`src/rtl/oven_cook_controller_pkg.sv`:
```
// Shared oven definitions: FSM state encodings, state/digit widths and the
// BCD MM:SS time record used by the controller and its timer.
package oven_cook_controller_pkg;

    localparam int STATE_W = 3;
    localparam int DIGIT_W = 4;

    typedef enum logic [STATE_W-1:0] {
        ST_IDLE    = 3'd0,
        ST_COOKING = 3'd1,
        ST_PAUSED  = 3'd2,
        ST_DONE    = 3'd3
    } oven_state_t;

    typedef struct packed {
        logic [DIGIT_W-1:0] min_tens;
        logic [DIGIT_W-1:0] min_ones;
        logic [DIGIT_W-1:0] sec_tens;
        logic [DIGIT_W-1:0] sec_ones;
    } mmss_t;

    function automatic logic mmss_is_zero(input mmss_t v);
        return (v == '0);
    endfunction

endpackage

```
`src/rtl/oven_cook_controller_bcd_mmss_timer.sv`:
```
// BCD MM:SS register with clear, saturating add and borrow-decrement.
// The add result feeds the decrement so a coincident add+tick adds first.
module bcd_mmss_timer
    import oven_cook_controller_pkg::*;
#(
    parameter int MAX_MIN  = 99,
    parameter int SEC_STEP = 10
) (
    input  logic               clk,
    input  logic               rst,
    input  logic               clear_i,
    input  logic               add_min_i,
    input  logic               add_sec_i,
    input  logic               dec_i,
    output logic [DIGIT_W-1:0] min_tens_o,
    output logic [DIGIT_W-1:0] min_ones_o,
    output logic [DIGIT_W-1:0] sec_tens_o,
    output logic [DIGIT_W-1:0] sec_ones_o,
    output logic               zero_o,
    output logic               next_zero_o
);

    localparam logic [DIGIT_W-1:0] MAX_T  = DIGIT_W'(MAX_MIN / 10);
    localparam logic [DIGIT_W-1:0] MAX_O  = DIGIT_W'(MAX_MIN % 10);
    localparam logic [DIGIT_W-1:0] STEP_T = DIGIT_W'(SEC_STEP / 10);

    mmss_t time_q, time_d, add_t;

    function automatic logic at_max_min(input mmss_t v);
        return (v.min_tens == MAX_T) && (v.min_ones == MAX_O);
    endfunction

    function automatic mmss_t sat_time();
        mmss_t r;
        r.min_tens = MAX_T;
        r.min_ones = MAX_O;
        r.sec_tens = 4'd5;
        r.sec_ones = 4'd9;
        return r;
    endfunction

    // At the minute limit a further minute pins the whole time at MAX:59.
    function automatic mmss_t inc_min(input mmss_t v);
        mmss_t r;
        r = v;
        if (at_max_min(v)) begin
            r = sat_time();
        end else if (v.min_ones == 4'd9) begin
            r.min_ones = 4'd0;
            r.min_tens = v.min_tens + 4'd1;
        end else begin
            r.min_ones = v.min_ones + 4'd1;
        end
        return r;
    endfunction

    // SEC_STEP is a multiple of ten, so only the tens digit moves.
    function automatic mmss_t inc_sec(input mmss_t v);
        mmss_t              r;
        logic [DIGIT_W-1:0] tens_sum;
        r        = v;
        tens_sum = v.sec_tens + STEP_T;
        if (tens_sum >= 4'd6) begin
            if (at_max_min(v)) begin
                r = sat_time();
            end else begin
                r          = inc_min(v);
                r.sec_tens = tens_sum - 4'd6;
            end
        end else begin
            r.sec_tens = tens_sum;
        end
        return r;
    endfunction

    function automatic mmss_t dec_one(input mmss_t v);
        mmss_t r;
        r = v;
        if (v.sec_ones != 4'd0) begin
            r.sec_ones = v.sec_ones - 4'd1;
        end else begin
            r.sec_ones = 4'd9;
            if (v.sec_tens != 4'd0) begin
                r.sec_tens = v.sec_tens - 4'd1;
            end else begin
                r.sec_tens = 4'd5;
                if (v.min_ones != 4'd0) begin
                    r.min_ones = v.min_ones - 4'd1;
                end else begin
                    r.min_ones = 4'd9;
                    r.min_tens = v.min_tens - 4'd1;
                end
            end
        end
        return r;
    endfunction

    always_comb begin
        add_t = time_q;
        if (add_min_i) add_t = inc_min(add_t);
        if (add_sec_i) add_t = inc_sec(add_t);
        time_d = add_t;
        if (dec_i && !mmss_is_zero(add_t)) time_d = dec_one(add_t);
        if (clear_i) time_d = '0;
    end

    always_ff @(posedge clk) begin
        if (rst) time_q <= '0;
        else     time_q <= time_d;
    end

    assign min_tens_o  = time_q.min_tens;
    assign min_ones_o  = time_q.min_ones;
    assign sec_tens_o  = time_q.sec_tens;
    assign sec_ones_o  = time_q.sec_ones;
    assign zero_o      = mmss_is_zero(time_q);
    assign next_zero_o = mmss_is_zero(time_d);

endmodule

```
`src/rtl/oven_cook_controller.sv`:
```
// Cook-cycle sequencer: FSM, door interlock, beep counter and registered
// heater/light/beep/done outputs around the BCD countdown timer.
module oven_cook_controller
    import oven_cook_controller_pkg::*;
#(
    parameter int MAX_MIN   = 99,
    parameter int BEEP_SECS = 3,
    parameter int SEC_STEP  = 10
) (
    input  logic               clk,
    input  logic               rst,
    input  logic               tick_1hz,
    input  logic               start,
    input  logic               stop,
    input  logic               add_min,
    input  logic               add_sec,
    input  logic               door_open,
    output logic [DIGIT_W-1:0] min_tens,
    output logic [DIGIT_W-1:0] min_ones,
    output logic [DIGIT_W-1:0] sec_tens,
    output logic [DIGIT_W-1:0] sec_ones,
    output logic               heater_on,
    output logic               light_on,
    output logic               beep,
    output logic               done,
    output logic [STATE_W-1:0] state
);

    localparam logic [3:0] BEEP_LD = 4'(BEEP_SECS);

    oven_state_t state_q, state_d;
    logic [3:0]  beep_cnt_q, beep_cnt_d;
    logic        heater_q, light_q, beep_q, done_q;
    logic        clr, do_add_min, do_add_sec, do_dec;
    logic        time_zero, time_next_zero;

    bcd_mmss_timer #(
        .MAX_MIN  (MAX_MIN),
        .SEC_STEP (SEC_STEP)
    ) u_timer (
        .clk         (clk),
        .rst         (rst),
        .clear_i     (clr),
        .add_min_i   (do_add_min),
        .add_sec_i   (do_add_sec),
        .dec_i       (do_dec),
        .min_tens_o  (min_tens),
        .min_ones_o  (min_ones),
        .sec_tens_o  (sec_tens),
        .sec_ones_o  (sec_ones),
        .zero_o      (time_zero),
        .next_zero_o (time_next_zero)
    );

    always_comb begin
        state_d    = state_q;
        beep_cnt_d = beep_cnt_q;
        clr        = 1'b0;
        do_add_min = 1'b0;
        do_add_sec = 1'b0;
        do_dec     = 1'b0;
        case (state_q)
            ST_IDLE: begin
                if (stop) begin
                    clr = 1'b1;
                end else if (start && !door_open && !time_zero) begin
                    state_d = ST_COOKING;
                end else if (!start) begin
                    do_add_min = add_min;
                    do_add_sec = add_sec;
                end
            end
            ST_COOKING: begin
                if (door_open || stop) begin
                    state_d = ST_PAUSED;
                end else begin
                    do_add_min = add_min;
                    do_add_sec = add_sec;
                    do_dec     = tick_1hz;
                    if (tick_1hz && time_next_zero) begin
                        state_d    = ST_DONE;
                        beep_cnt_d = BEEP_LD;
                    end
                end
            end
            ST_PAUSED: begin
                if (stop) begin
                    state_d = ST_IDLE;
                    clr     = 1'b1;
                end else if (start && !door_open) begin
                    state_d = ST_COOKING;
                end else if (!start) begin
                    do_add_min = add_min;
                    do_add_sec = add_sec;
                end
            end
            ST_DONE: begin
                if (door_open || stop) begin
                    state_d = ST_IDLE;
                end else if (tick_1hz) begin
                    // The tick that empties the counter also silences the beeper.
                    if (beep_cnt_q <= 4'd1) begin
                        state_d    = ST_IDLE;
                        beep_cnt_d = 4'd0;
                    end else begin
                        beep_cnt_d = beep_cnt_q - 4'd1;
                    end
                end
            end
            default: state_d = ST_IDLE;
        endcase
    end

    always_ff @(posedge clk) begin
        if (rst) begin
            state_q    <= ST_IDLE;
            beep_cnt_q <= 4'd0;
            heater_q   <= 1'b0;
            light_q    <= 1'b0;
            beep_q     <= 1'b0;
            done_q     <= 1'b0;
        end else begin
            state_q    <= state_d;
            beep_cnt_q <= beep_cnt_d;
            heater_q   <= (state_d == ST_COOKING);
            light_q    <= (state_d == ST_COOKING) || ((state_d == ST_PAUSED) && door_open);
            beep_q     <= (state_d == ST_DONE);
            done_q     <= (state_d == ST_DONE) && (state_q != ST_DONE);
        end
    end

    assign heater_on = heater_q;
    assign light_on  = light_q;
    assign beep      = beep_q;
    assign done      = done_q;
    assign state     = state_q;

endmodule

```
`config.mk`:
```
export PLATFORM = sky130hd
export DESIGN_NAME = oven_cook_controller
export DESIGN_NICKNAME = d
export VERILOG_FILES = /design/src/rtl/oven_cook_controller_pkg.sv /design/src/rtl/oven_cook_controller_bcd_mmss_timer.sv /design/src/rtl/oven_cook_controller.sv
export SDC_FILE = /design/constraint.sdc
export NUM_CORES = 1
export LEC_CHECK = 0
export BUFFER_PORTS_ARGS = -buffer_cell sky130_fd_sc_hd__clkbuf_2
export CORE_MARGIN = 4
export CORE_UTILIZATION = 52
export CTS_CLUSTER_DIAMETER = 100
export DETAILED_ROUTE_END_ITERATION = 6
export PLACE_DENSITY_LB_ADDON = 0.12
export SLEW_MARGIN = 20
export SYNTH_ARGS = -nofsm -noshare
export SYNTH_HDL_FRONTEND = slang
export SYNTH_SLANG_ARGS = --single-unit
```
`constraint.sdc`:
```
create_clock -name clk -period 17.7 [get_ports clk]
set_input_delay 3.54 -clock clk [delete_from_list [all_inputs] [get_ports clk]]
set_output_delay 3.54 -clock clk [all_outputs]
set_load 0.02 [all_outputs]
```
==> results of run 1 <==
layer usage:
metal / part of all wire, % / routed length (µm) / GRT usage, % / vias up
met2: 44 / 3420 / 35.9 / 140
met4: 2.4 / 189 / 9.47 / 0
met5: 0 / 0 / 0 / -
met1: 47 / 3680 / 35.1 / 1348
met3: 6.7 / 523 / 3.40 / 16
li1: - / - / - / 1420
cell usage in the layout (no fill, tap or decap), types with 8 or more instances in the layout:
master	netlist	routed
a31oi_1	8	8
ha_1	19	19
nand4_1	12	12
nor2b_1	8	8
a21oi_1	19	19
nand2_1	30	30
mux2i_1	10	10
nand3_1	14	14
and3_1	12	12
o21ai_0	12	12
dfxtp_1	27	27
nor3_1	10	10
nor2_1	51	51
clkbuf_2	0	30
inv_1	19	19
worst min-delay path, delay by kind of cell (launching register included):
family | cells | cell delay, ns
and+or+nand+nor | 1 | 0.07
AOI/OAI and AO/OA | 1 | 0.05
DFF | 1 | 0.35
cell type report:
cell class / instances / area share, %
repair buffers: 30 / 4.94
flip-flops and latches: 27 / 17.8
multi-input cells: 314 / 70.4
inverters: 19 / 2.35
clock buffers: 3 / 1.36
clock inverters: 1 / 0.247
well taps: 70 / 2.88
kinds of logic (layout without fill, tap and decap cells):
logic type | after synthesis | in the layout
AND/OR/NAND/NOR | 187 | 187
AO/OA/AOI/OAI | 82 | 82
buffers and inverters | 35 | 53
flip-flops | 27 | 27
adder cells (fa/ha/maj) | 19 | 19
multiplexers | 13 | 13
XOR/XNOR | 12 | 12
other | 1 | 1
final timing paths:
path                                                        from                         end  slack [ns]  cells past startpoint
worst max-delay path                                       start         light_on$_SDFF_PP0_        8.22                     26
worst max register to register  u_timer.min_ones_o[0]$_SDFF_PP0_         light_on$_SDFF_PP0_       10.61                     26
worst min-delay path                  beep_cnt_q[3]$_SDFFE_PP0P_  beep_cnt_q[3]$_SDFFE_PP0P_        0.50                      2
worst min register to register        beep_cnt_q[3]$_SDFFE_PP0P_  beep_cnt_q[3]$_SDFFE_PP0P_        0.50                      2
report_power, final:
group	leakage [nW]	switching, mW	total (mW)	internal [mW]
sequential	0.218	0.000722	0.0617	0.0610
clock	0.0217	0.0225	0.0386	0.0161
combinational	1.02	0.00803	0.0120	0.00400
total	1.26	0.0312	0.112	0.0811
metrics by stage:
step           instance area [µm²]  power [mW]
2_1_floorplan                 2830      0.0714
3_3_place_gp                  2990      0.0748
3_5_place_dp                  2990      0.0749
4_1_cts                       3040       0.113
5_1_grt                       3040       0.117
6_report                      3040       0.112
state kept, by name, summed over array words and instances, names as in the netlist:
name	cells
light_on	1
done	1
u_timer.min_tens_o	4
u_timer.sec_tens_o	4
beep	1
u_timer.min_ones_o	4
beep_cnt_q	4
u_timer.sec_ones_o	4
heater_on	1
state	3
==> impl_metrics.env, run 1 <==
export IMPL_grt_pass1_vias=2587
export IMPL_fin_nets=422
export IMPL_drc=0
export IMPL_drt_iter0_drc=273
export IMPL_initial_utilization_pct=54.4
export IMPL_synthMuxAreaShare_pct=4.99
export IMPL_die_h_um=81.8
export IMPL_htree_num_levels=1
export IMPL_status="finished, final reports clean"
export IMPL_cts_hold_buf=0
export IMPL_setup_tns_ns=0
export IMPL_grt_pass1_wl_um=12700
export IMPL_routed_via_count=2924
export IMPL_synth_most_common_cell="nor2_1"
export IMPL_ys_async_sr_fraction_pct=0
export IMPL_seq_area_um2=541
export IMPL_leakage_nw=1.26
export IMPL_slowest_stage="o21ai_2"
export IMPL_synth_ff_type="dfxtp_1"
export IMPL_drtAntennaViolNets=0
export IMPL_yosys_area_top_type="dfxtp_1"
export IMPL_pre_cts_slack_ns=8.08
export IMPL_fin_util_pct=58.3
export IMPL_cts_tree="built"
export IMPL_ys_seq_area_share_pct=19.1
export IMPL_dieArea_um2=6700
export IMPL_core_um2=5200
export IMPL_finalCriticalPeriod_ns=9.48
export IMPL_finClkSkew_ns=0.00513
export IMPL_synth_cell_types=77
export IMPL_period_share_pct=53.6
export IMPL_synth_edf_count=0
export IMPL_dr_pass1_iters=5
export IMPL_critPathBufInv=3
export IMPL_grt_max_degree=17
export IMPL_dpl_hpwl_um=6230
export IMPL_postCtsSetupRepairBufs=0
export IMPL_area_growth_pct=7.15
export IMPL_vias_per_cell=6.30
export IMPL_yosys_area_share_adder_pct=8.39
export IMPL_setup_worst_path_start_class="primary input"
export IMPL_fill_cells=495
export IMPL_timing_fmax_mhz=105
export IMPL_slew_headroom_pct=60.3
export IMPL_antenna_found_initial=0
export IMPL_yosysWarnings=0
export IMPL_clk_transition_reported_paths_ns=0.10
export IMPL_synth_top_family_by_area="simple AND/OR/NAND/NOR gates"
export IMPL_whs_ns=0.504
export IMPL_drt_total_wl_um=7820
export IMPL_drt_wirelength_per_cell_um=16.8
export IMPL_synthSimpleGateAreaFrac_pct=36.9
export IMPL_ctsResizeCount=0
export IMPL_cp_common_cell="nand4_1"
export IMPL_worst_pin_slew_ns=0.588
export IMPL_crit_family="compound AO/OA/AOI/OAI gates"
export IMPL_port_buffer_count=30
export IMPL_synthXorXnorAreaFrac_pct=3.71
export IMPL_arrival_ns=9.67
export IMPL_stdcell_count=464
export IMPL_gr_total_overflow=0
export IMPL_clk_path_buf_depth=2
export IMPL_powerDensity_nw_per_um2=37.0
export IMPL_crit_type="in2reg"
export IMPL_synthCells=376
export IMPL_setup_violations_final=0
export IMPL_cts_sinks=27
export IMPL_syn_area_per_cell_um2=7.54
export IMPL_gp_congestion=0.909
export IMPL_cts_buffers=3
export IMPL_critPathMaxFanout=15
export IMPL_synth_top_area_share_pct=19.1
export IMPL_worst_slack_ns=8.22
export IMPL_synth_area_leaders="dfxtp_1 19%, ha_1 8.4%, nor2_1 6.8%"
export IMPL_hold_viol=0
export IMPL_clkLatencyLatePin_ns=0.29
export IMPL_hp_class="reg2reg"
export IMPL_worst_ep_required_time_ns=17.89
export IMPL_drive_gt1_share_pct=15.2
export IMPL_dp_cells=460
export IMPL_ys_top_cells_by_count="51 x nor2_1, 30 x nand2_1, 27 x dfxtp_1"
export IMPL_num_rows=26
export IMPL_die_x_um=81.8
export IMPL_cts_root_buf="clkbuf_8"
export IMPL_grtUsageTotal_pct=24.2
export IMPL_synth_seq_cells=27
export IMPL_slew_violations=0
export IMPL_drv_cap=0
export IMPL_synth_compound_area_share_pct=21.4
export IMPL_irDropWorstVdd_mv=0.0378
export IMPL_syn_num_nets=403
export IMPL_endpoint_kind="flop"
export IMPL_max_stage_delay_ns=0.53
export IMPL_multiInputGateArea_um2=2140
export IMPL_rsz0062_at_grt="no"
export IMPL_syn_area_um2=2830
export IMPL_diodes=0
export IMPL_ioPinCount=31
Power figures use the tool's default switching activity.
==> inputs of run 2 (changes only) <==
ABC_AREA = 1   (was default)
clock period = 9.8 ns   (was 17.7 ns; I/O delays follow)
==> run 2 against run 1 <==
Effect of this change:
- first-iteration DRC count fell by 6.6%
- via count is 5.7% higher
- largest power group unchanged
- clock-buffer cell count did not move
==> impl_metrics.env, run 2 <==
export IMPL_leakage_nw=1.77
export IMPL_fin_nets=541
export IMPL_yosysWarnings=0
export IMPL_setup_violations_final=0
export IMPL_grt_max_degree=23
export IMPL_syn_area_per_cell_um2=6.08
export IMPL_drv_cap=0
export IMPL_cp_common_cell="inv_1"
export IMPL_grt_pass1_vias=2872
export IMPL_layout_common_cells="141 x nand2_1, 68 x nand3_1, 64 x inv_1, 49 x nor2_1, 30 x clkbuf_2"
export IMPL_timing_fmax_mhz=166
export IMPL_max_stage_delay_ns=0.27
export IMPL_synth_ff_type="dfxtp_1"
export IMPL_synth_cell_types=41
export IMPL_syn_num_nets=511
export IMPL_gr_total_overflow=0
export IMPL_cts_hold_buf=0
export IMPL_seq_area_um2=541
export IMPL_cts_sinks=27
export IMPL_r2r_cells=36
export IMPL_drtAntennaViolNets=0
export IMPL_cp_depth=36
export IMPL_synthCells=484
export IMPL_final_common_cell="nand2_1"
export IMPL_port_buffer_count=30
export IMPL_period_share_pct=61.6
export IMPL_drt_total_wl_um=7400
export IMPL_finClkSkew_ns=0.00483
export IMPL_slew_violations=0
export IMPL_clk_path_buf_depth=2
export IMPL_critPathLaunch="stop"
export IMPL_grt_pass1_wl_um=12600
export IMPL_gp_congestion=0.876
export IMPL_ctsResizeCount=0
export IMPL_rrSetupSlack_ns=4.90
export IMPL_crit_type="in2reg"
export IMPL_core_um2=5510
export IMPL_htree_num_levels=1
export IMPL_finalPower_mw=0.246
export IMPL_critPathMaxFanout=13
export IMPL_ys_async_sr_fraction_pct=0
export IMPL_dieArea_um2=6930
export IMPL_num_rows=27
export IMPL_initial_utilization_pct=53.5
export IMPL_stdcell_count=585
export IMPL_r2r_end="light_on$_SDFF_PP0_"
export IMPL_diodes=0
export IMPL_yosys_area_top_type="dfxtp_1"
export IMPL_clk_transition_reported_paths_ns=0.09
export IMPL_antenna_found_initial=0
export IMPL_cts_buffers=3
export IMPL_multiInputGateArea_um2=2120
export IMPL_r2r_start="u_timer.min_ones_o[1]$_SDFF_PP0_"
export IMPL_finalCriticalPeriod_ns=6.03
export IMPL_dp_cells=581
export IMPL_synth_area_leaders="dfxtp_1 18%, nand2_1 18%, nand3_1 12%"
export IMPL_fin_util_pct=58.3
export IMPL_cts_tree="built"
export IMPL_die_h_um=83.2
export IMPL_synth_edf_count=0
export IMPL_synth_top_area_share_pct=18.4
export IMPL_cp_endpoint="light_on$_SDFF_PP0_"
export IMPL_powerDensity_nw_per_um2=76.6
export IMPL_routed_via_count=3090
export IMPL_critPathBufInv=8
export IMPL_synth_seq_cells=27
export IMPL_slew_headroom_pct=50.4
export IMPL_setup_tns_ns=0
export IMPL_hp_class="reg2reg"
export IMPL_grtUsageTotal_pct=21.2
export IMPL_die_x_um=83.2
export IMPL_dr_pass1_iters=5
export IMPL_slowest_stage="ha_1"
export IMPL_ioPinCount=31
export IMPL_postCtsSetupRepairBufs=0
export IMPL_endpoint_kind="flop"
export IMPL_drt_iter0_drc=255
export IMPL_area_growth_pct=9.01
export IMPL_drt_wirelength_per_cell_um=12.6
export IMPL_drc=0
export IMPL_worst_ep_required_time_ns=9.97
export IMPL_fill_cells=562
export IMPL_synth_most_common_cell="nand2_1"
export IMPL_worst_pin_slew_ns=0.743
export IMPL_crit_family="simple AND/OR/NAND/NOR gates"
export IMPL_clkLatencyLatePin_ns=0.28
export IMPL_syn_area_um2=2940
export IMPL_irDropWorstVdd_mv=0.0616
export IMPL_hold_viol=0
export IMPL_rsz0062_at_grt="no"
export IMPL_status="finished, final reports clean"
export IMPL_cts_root_buf="clkbuf_8"
export IMPL_hold_start="beep_cnt_q[1]$_SDFFE_PP0P_"
export IMPL_ys_top_cells_by_count="141 x nand2_1, 68 x nand3_1, 64 x inv_1"
export IMPL_setup_worst_path_start_class="primary input"
export IMPL_dpl_hpwl_um=6060
export IMPL_drive_gt1_share_pct=17.0
export IMPL_vias_per_cell=5.28
export IMPL_ys_seq_area_share_pct=18.4
export IMPL_arrival_ns=6.21
-- run 2: changes by cell type in the layout (fill, tap and decap cells not counted), sizes merged, moves of 10 or more --
cell | previous run | this run
mux2i | 10 | 0
nor2 | 51 | 61
and3 | 13 | 1
inv | 19 | 70
nand3 | 14 | 78
nand2 | 31 | 159
-- run 2: cells by family (layout without fill, tap and decap cells) --
logic type / Yosys count / in the layout / share of synthesized area (%)
other: 1 / 1 / 0.127
adders and majority gates: 19 / 19 / 8.07
and+or+nand+nor: 328 / 328 / 56.6
AOI/OAI and AO/OA: 32 / 32 / 6.42
xor gates and xnor gates: 2 / 2 / 0.595
buffers and inverters: 75 / 104 / 9.82
DFF: 27 / 27 / 18.4
-- run 2: worst register-to-register path, delay by kind of cell, from the launching register on --
family | cells | cell delay [ns]
compound gates | 2 | 0.18
fa+ha+maj | 3 | 0.65
buf+inv | 8 | 0.80
flops | 1 | 0.37
simple gates | 23 | 2.84
-- run 2: worst min-delay path by stage --
stage                                            end  slack (ns)  depth (start not counted)
after CTS                 beep_cnt_q[1]$_SDFFE_PP0P_        0.49                          2
after global routing      beep_cnt_q[1]$_SDFFE_PP0P_        0.52                          2
after global placement    beep_cnt_q[1]$_SDFFE_PP0P_        0.47                          2
final                     beep_cnt_q[1]$_SDFFE_PP0P_        0.49                          2
after floorplan           beep_cnt_q[1]$_SDFFE_PP0P_        0.45                          2
after detailed placement  beep_cnt_q[1]$_SDFFE_PP0P_        0.48                          2
-- run 2: report_power, final --
part           internal [mW]  switching [mW]  leakage, nW
clock network         0.0289          0.0352       0.0217
registers              0.111         0.00226        0.218
logic                 0.0220          0.0463         1.53
-- run 2: through the flow --
stage	worst slack (ns)	hold WS (ns)	cell area, µm²
6_report	3.77	0.489	3210
5_1_grt	3.29	0.521	3210
4_1_cts	3.80	0.494	3210
3_5_place_dp	3.51	0.479	3160
3_3_place_gp	3.66	0.475	3160
2_1_floorplan	4.14	0.454	2940
-- run 2: per-layer routing --
layer  global-route usage (%)  vias to the layer above  wire (µm)
li1                         -                     1626          -
met1                     27.4                     1382       3340
met2                     37.6                       70       3700
met3                     1.98                       12        246
met4                     5.50                        0        117
met5                        0                        -          0
-- run 2: layout make-up --
| class | instances | area share [%] |
|---|---|---|
| inverters | 70 | 8.19 |
| clock buffers | 3 | 1.29 |
| well taps | 72 | 2.81 |
| clock inverters | 1 | 0.234 |
| multi-input cells | 382 | 66.0 |
| flip-flops and latches | 27 | 16.8 |
| repair buffers | 30 | 4.68 |
==> inputs of run 3 (changes only) <==
ABC_AREA = 0   (was 1)
clock period = 5.6 ns   (was 9.8 ns; I/O delays follow)
==> run 3 against run 2 <==
Effect of this change:
- the run now ends with setup timing left
- clock-buffer cell count unchanged
- hold slack better by 0.026 ns
- clock skew up 0.014 ns
- sequential cell count unchanged
- final cell count shrank 4.6%
- first-iteration DRC count down 19%
- clock power is 97% higher
- largest power group unchanged
- highest routed layer unchanged
==> impl_metrics.env, run 3 (synthesized netlist as in run 1, its figures left out) <==
export IMPL_dr_wl_met3_um=575
export IMPL_dieArea_um2=6700
export IMPL_slew_violations=0
export IMPL_worst_ep_required_time_ns=5.80
export IMPL_switching_share_pct=28.3
export IMPL_die_x_um=81.8
export IMPL_whs_ns=0.515
export IMPL_setup_worst_path_start_class="primary input"
export IMPL_gr_total_overflow=0
export IMPL_dr_pass1_iters=5
export IMPL_gp_congestion=0.991
export IMPL_fill_cells=389
export IMPL_period_share_pct=103
export IMPL_htree_num_levels=1
export IMPL_grt_pass1_wl_um=15300
export IMPL_layout_common_cells="94 x buf_4, 50 x nor2_1, 29 x clkbuf_2, 28 x nand2_1, 27 x dfxtp_1"
export IMPL_clkLatencyLatePin_ns=0.29
export IMPL_cts_tree="built"
export IMPL_drt_wirelength_per_cell_um=16.9
export IMPL_highest_layer="met4"
export IMPL_violations="setup timing"
export IMPL_num_rows=26
export IMPL_finalCriticalPeriod_ns=5.78
export IMPL_powerDensity_nw_per_um2=96.4
export IMPL_cts_root_buf="clkbuf_8"
export IMPL_grt_max_degree=18
export IMPL_cts_hold_buf=0
export IMPL_status="finished, violations left"
export IMPL_wl_met2_um=4520
export IMPL_dpl_hpwl_um=7430
export IMPL_antenna_found_initial=0
export IMPL_clk_path_buf_depth=2
export IMPL_port_buffer_count=30
export IMPL_clk_transition_reported_paths_ns=0.12
export IMPL_timing_fmax_mhz=173
export IMPL_slowest_stage="or4b_4"
export IMPL_finClkSkew_ns=0.0188
export IMPL_grt_pass1_vias=3232
export IMPL_p_int_mw=0.271
export IMPL_crit_family="simple AND/OR/NAND/NOR gates"
export IMPL_vias_per_cell=5.97
export IMPL_cts_sinks=27
export IMPL_initial_utilization_pct=54.4
export IMPL_power_frac_seq_pct=51.5
export IMPL_setup_violations_final=9
export IMPL_drt_total_wl_um=9420
export IMPL_drt_iter0_drc=206
export IMPL_worst_slack_ns=-0.184
export IMPL_leakage_nw=1.75
export IMPL_arrival_ns=5.98
export IMPL_endpoint_kind="flop"
export IMPL_diodes=0
export IMPL_p_clk_share_pct=33.4
export IMPL_p_switching_mw=0.107
export IMPL_die_h_um=81.8
export IMPL_routed_via_count=3334
export IMPL_critPathMaxFanout=4
export IMPL_area_growth_pct=38.5
export IMPL_critPathBufInv=4
export IMPL_drtAntennaViolNets=0
export IMPL_seq_area_um2=541
export IMPL_hold_viol=0
export IMPL_core_um2=5200
export IMPL_irDropWorstVdd_mv=0.136
export IMPL_setup_tns_ns=-1.11
export IMPL_drc=0
export IMPL_hp_class="reg2reg"
export IMPL_grtUsageTotal_pct=29.3
export IMPL_slew_headroom_pct=55.6
export IMPL_combPwrFrac_pct=15.2
export IMPL_worst_pin_slew_ns=0.660
export IMPL_drive_gt1_share_pct=36.5
export IMPL_met1_length_um=4110
export IMPL_fin_nets=516
export IMPL_finalPower_mw=0.378
export IMPL_cts_buffers=3
export IMPL_crit_type="in2reg"
export IMPL_ioPinCount=31
export IMPL_drv_cap=0
export IMPL_multiInputGateArea_um2=2310
export IMPL_rsz0062_at_grt="yes"
export IMPL_final_common_cell="buf_4"
export IMPL_max_stage_delay_ns=0.58
## run 3: cell count changes in the layout (fill, tap and decap cells not counted), sizes merged, moves of 7 or more
cell / delta
buf: +95
nor2: -10
inv: -50
nor2b: +9
nand3: -64
a21oi: +9
nor3: +8
and2: +7
a31oi: +8
and3: +12
nand2: -128
mux2i: +10
## run 3: cell type report
type / instances / share of cell area [%]
multi-input cells: 314 / 59.0
repair buffers: 124 / 22.0
flip-flops and latches: 27 / 13.8
well taps: 70 / 2.23
inverters: 19 / 1.82
clock buffers: 3 / 1.05
clock inverters: 1 / 0.223
## run 3: layer usage
layer / track usage [%] / vias up
met5: 0 / -
li1: - / 1600
met3: 4.39 / 22
met1: 36.7 / 1581
met4: 9.47 / 0
met2: 51.1 / 131
## run 3: per-stage QoR
stage	utilization, %	area [µm²]	setup WS (ns)	instances
floorplan	-	2940	-0.252	376
global placement	71.3	3710	-0.418	544
detailed placement	71.3	3710	-0.571	544
CTS	74.4	3870	-0.0809	556
global route	75.4	3930	-0.434	558
finish	75.4	3930	-0.184	558
## run 3: worst paths after layout
check                              startpoint                    endpoint  slack [ns]  cells after the start
max                                 door_open         light_on$_SDFF_PP0_       -0.18                     26
min                beep_cnt_q[3]$_SDFFE_PP0P_  beep_cnt_q[3]$_SDFFE_PP0P_        0.51                      2
max reg2reg  u_timer.min_tens_o[1]$_SDFF_PP0_         light_on$_SDFF_PP0_           0                     28
min reg2reg        beep_cnt_q[3]$_SDFFE_PP0P_  beep_cnt_q[3]$_SDFFE_PP0P_        0.51                      2
## run 3: power by group through the flow
stage                     clock network (mW)  registers [mW]  logic (mW)
after CTS                              0.129           0.195      0.0547
final                                  0.126           0.195      0.0573
after global routing                   0.138           0.195      0.0621
after global placement                     0           0.199      0.0519
after floorplan                            0           0.199      0.0289
after detailed placement                   0           0.199      0.0523
## run 3: repair_timing
item,4_1_cts,5_1_grt
pin swaps,9,1
buffers inserted,8,2
endpoints found under the setup margin,9,9
resized for setup,7,8
## run 3: tightest hold or removal path, stage by stage (launching register included)
cell	delay [ns]
dfxtp_1	0.36
nand2_1	0.08
a21boi_2	0.04
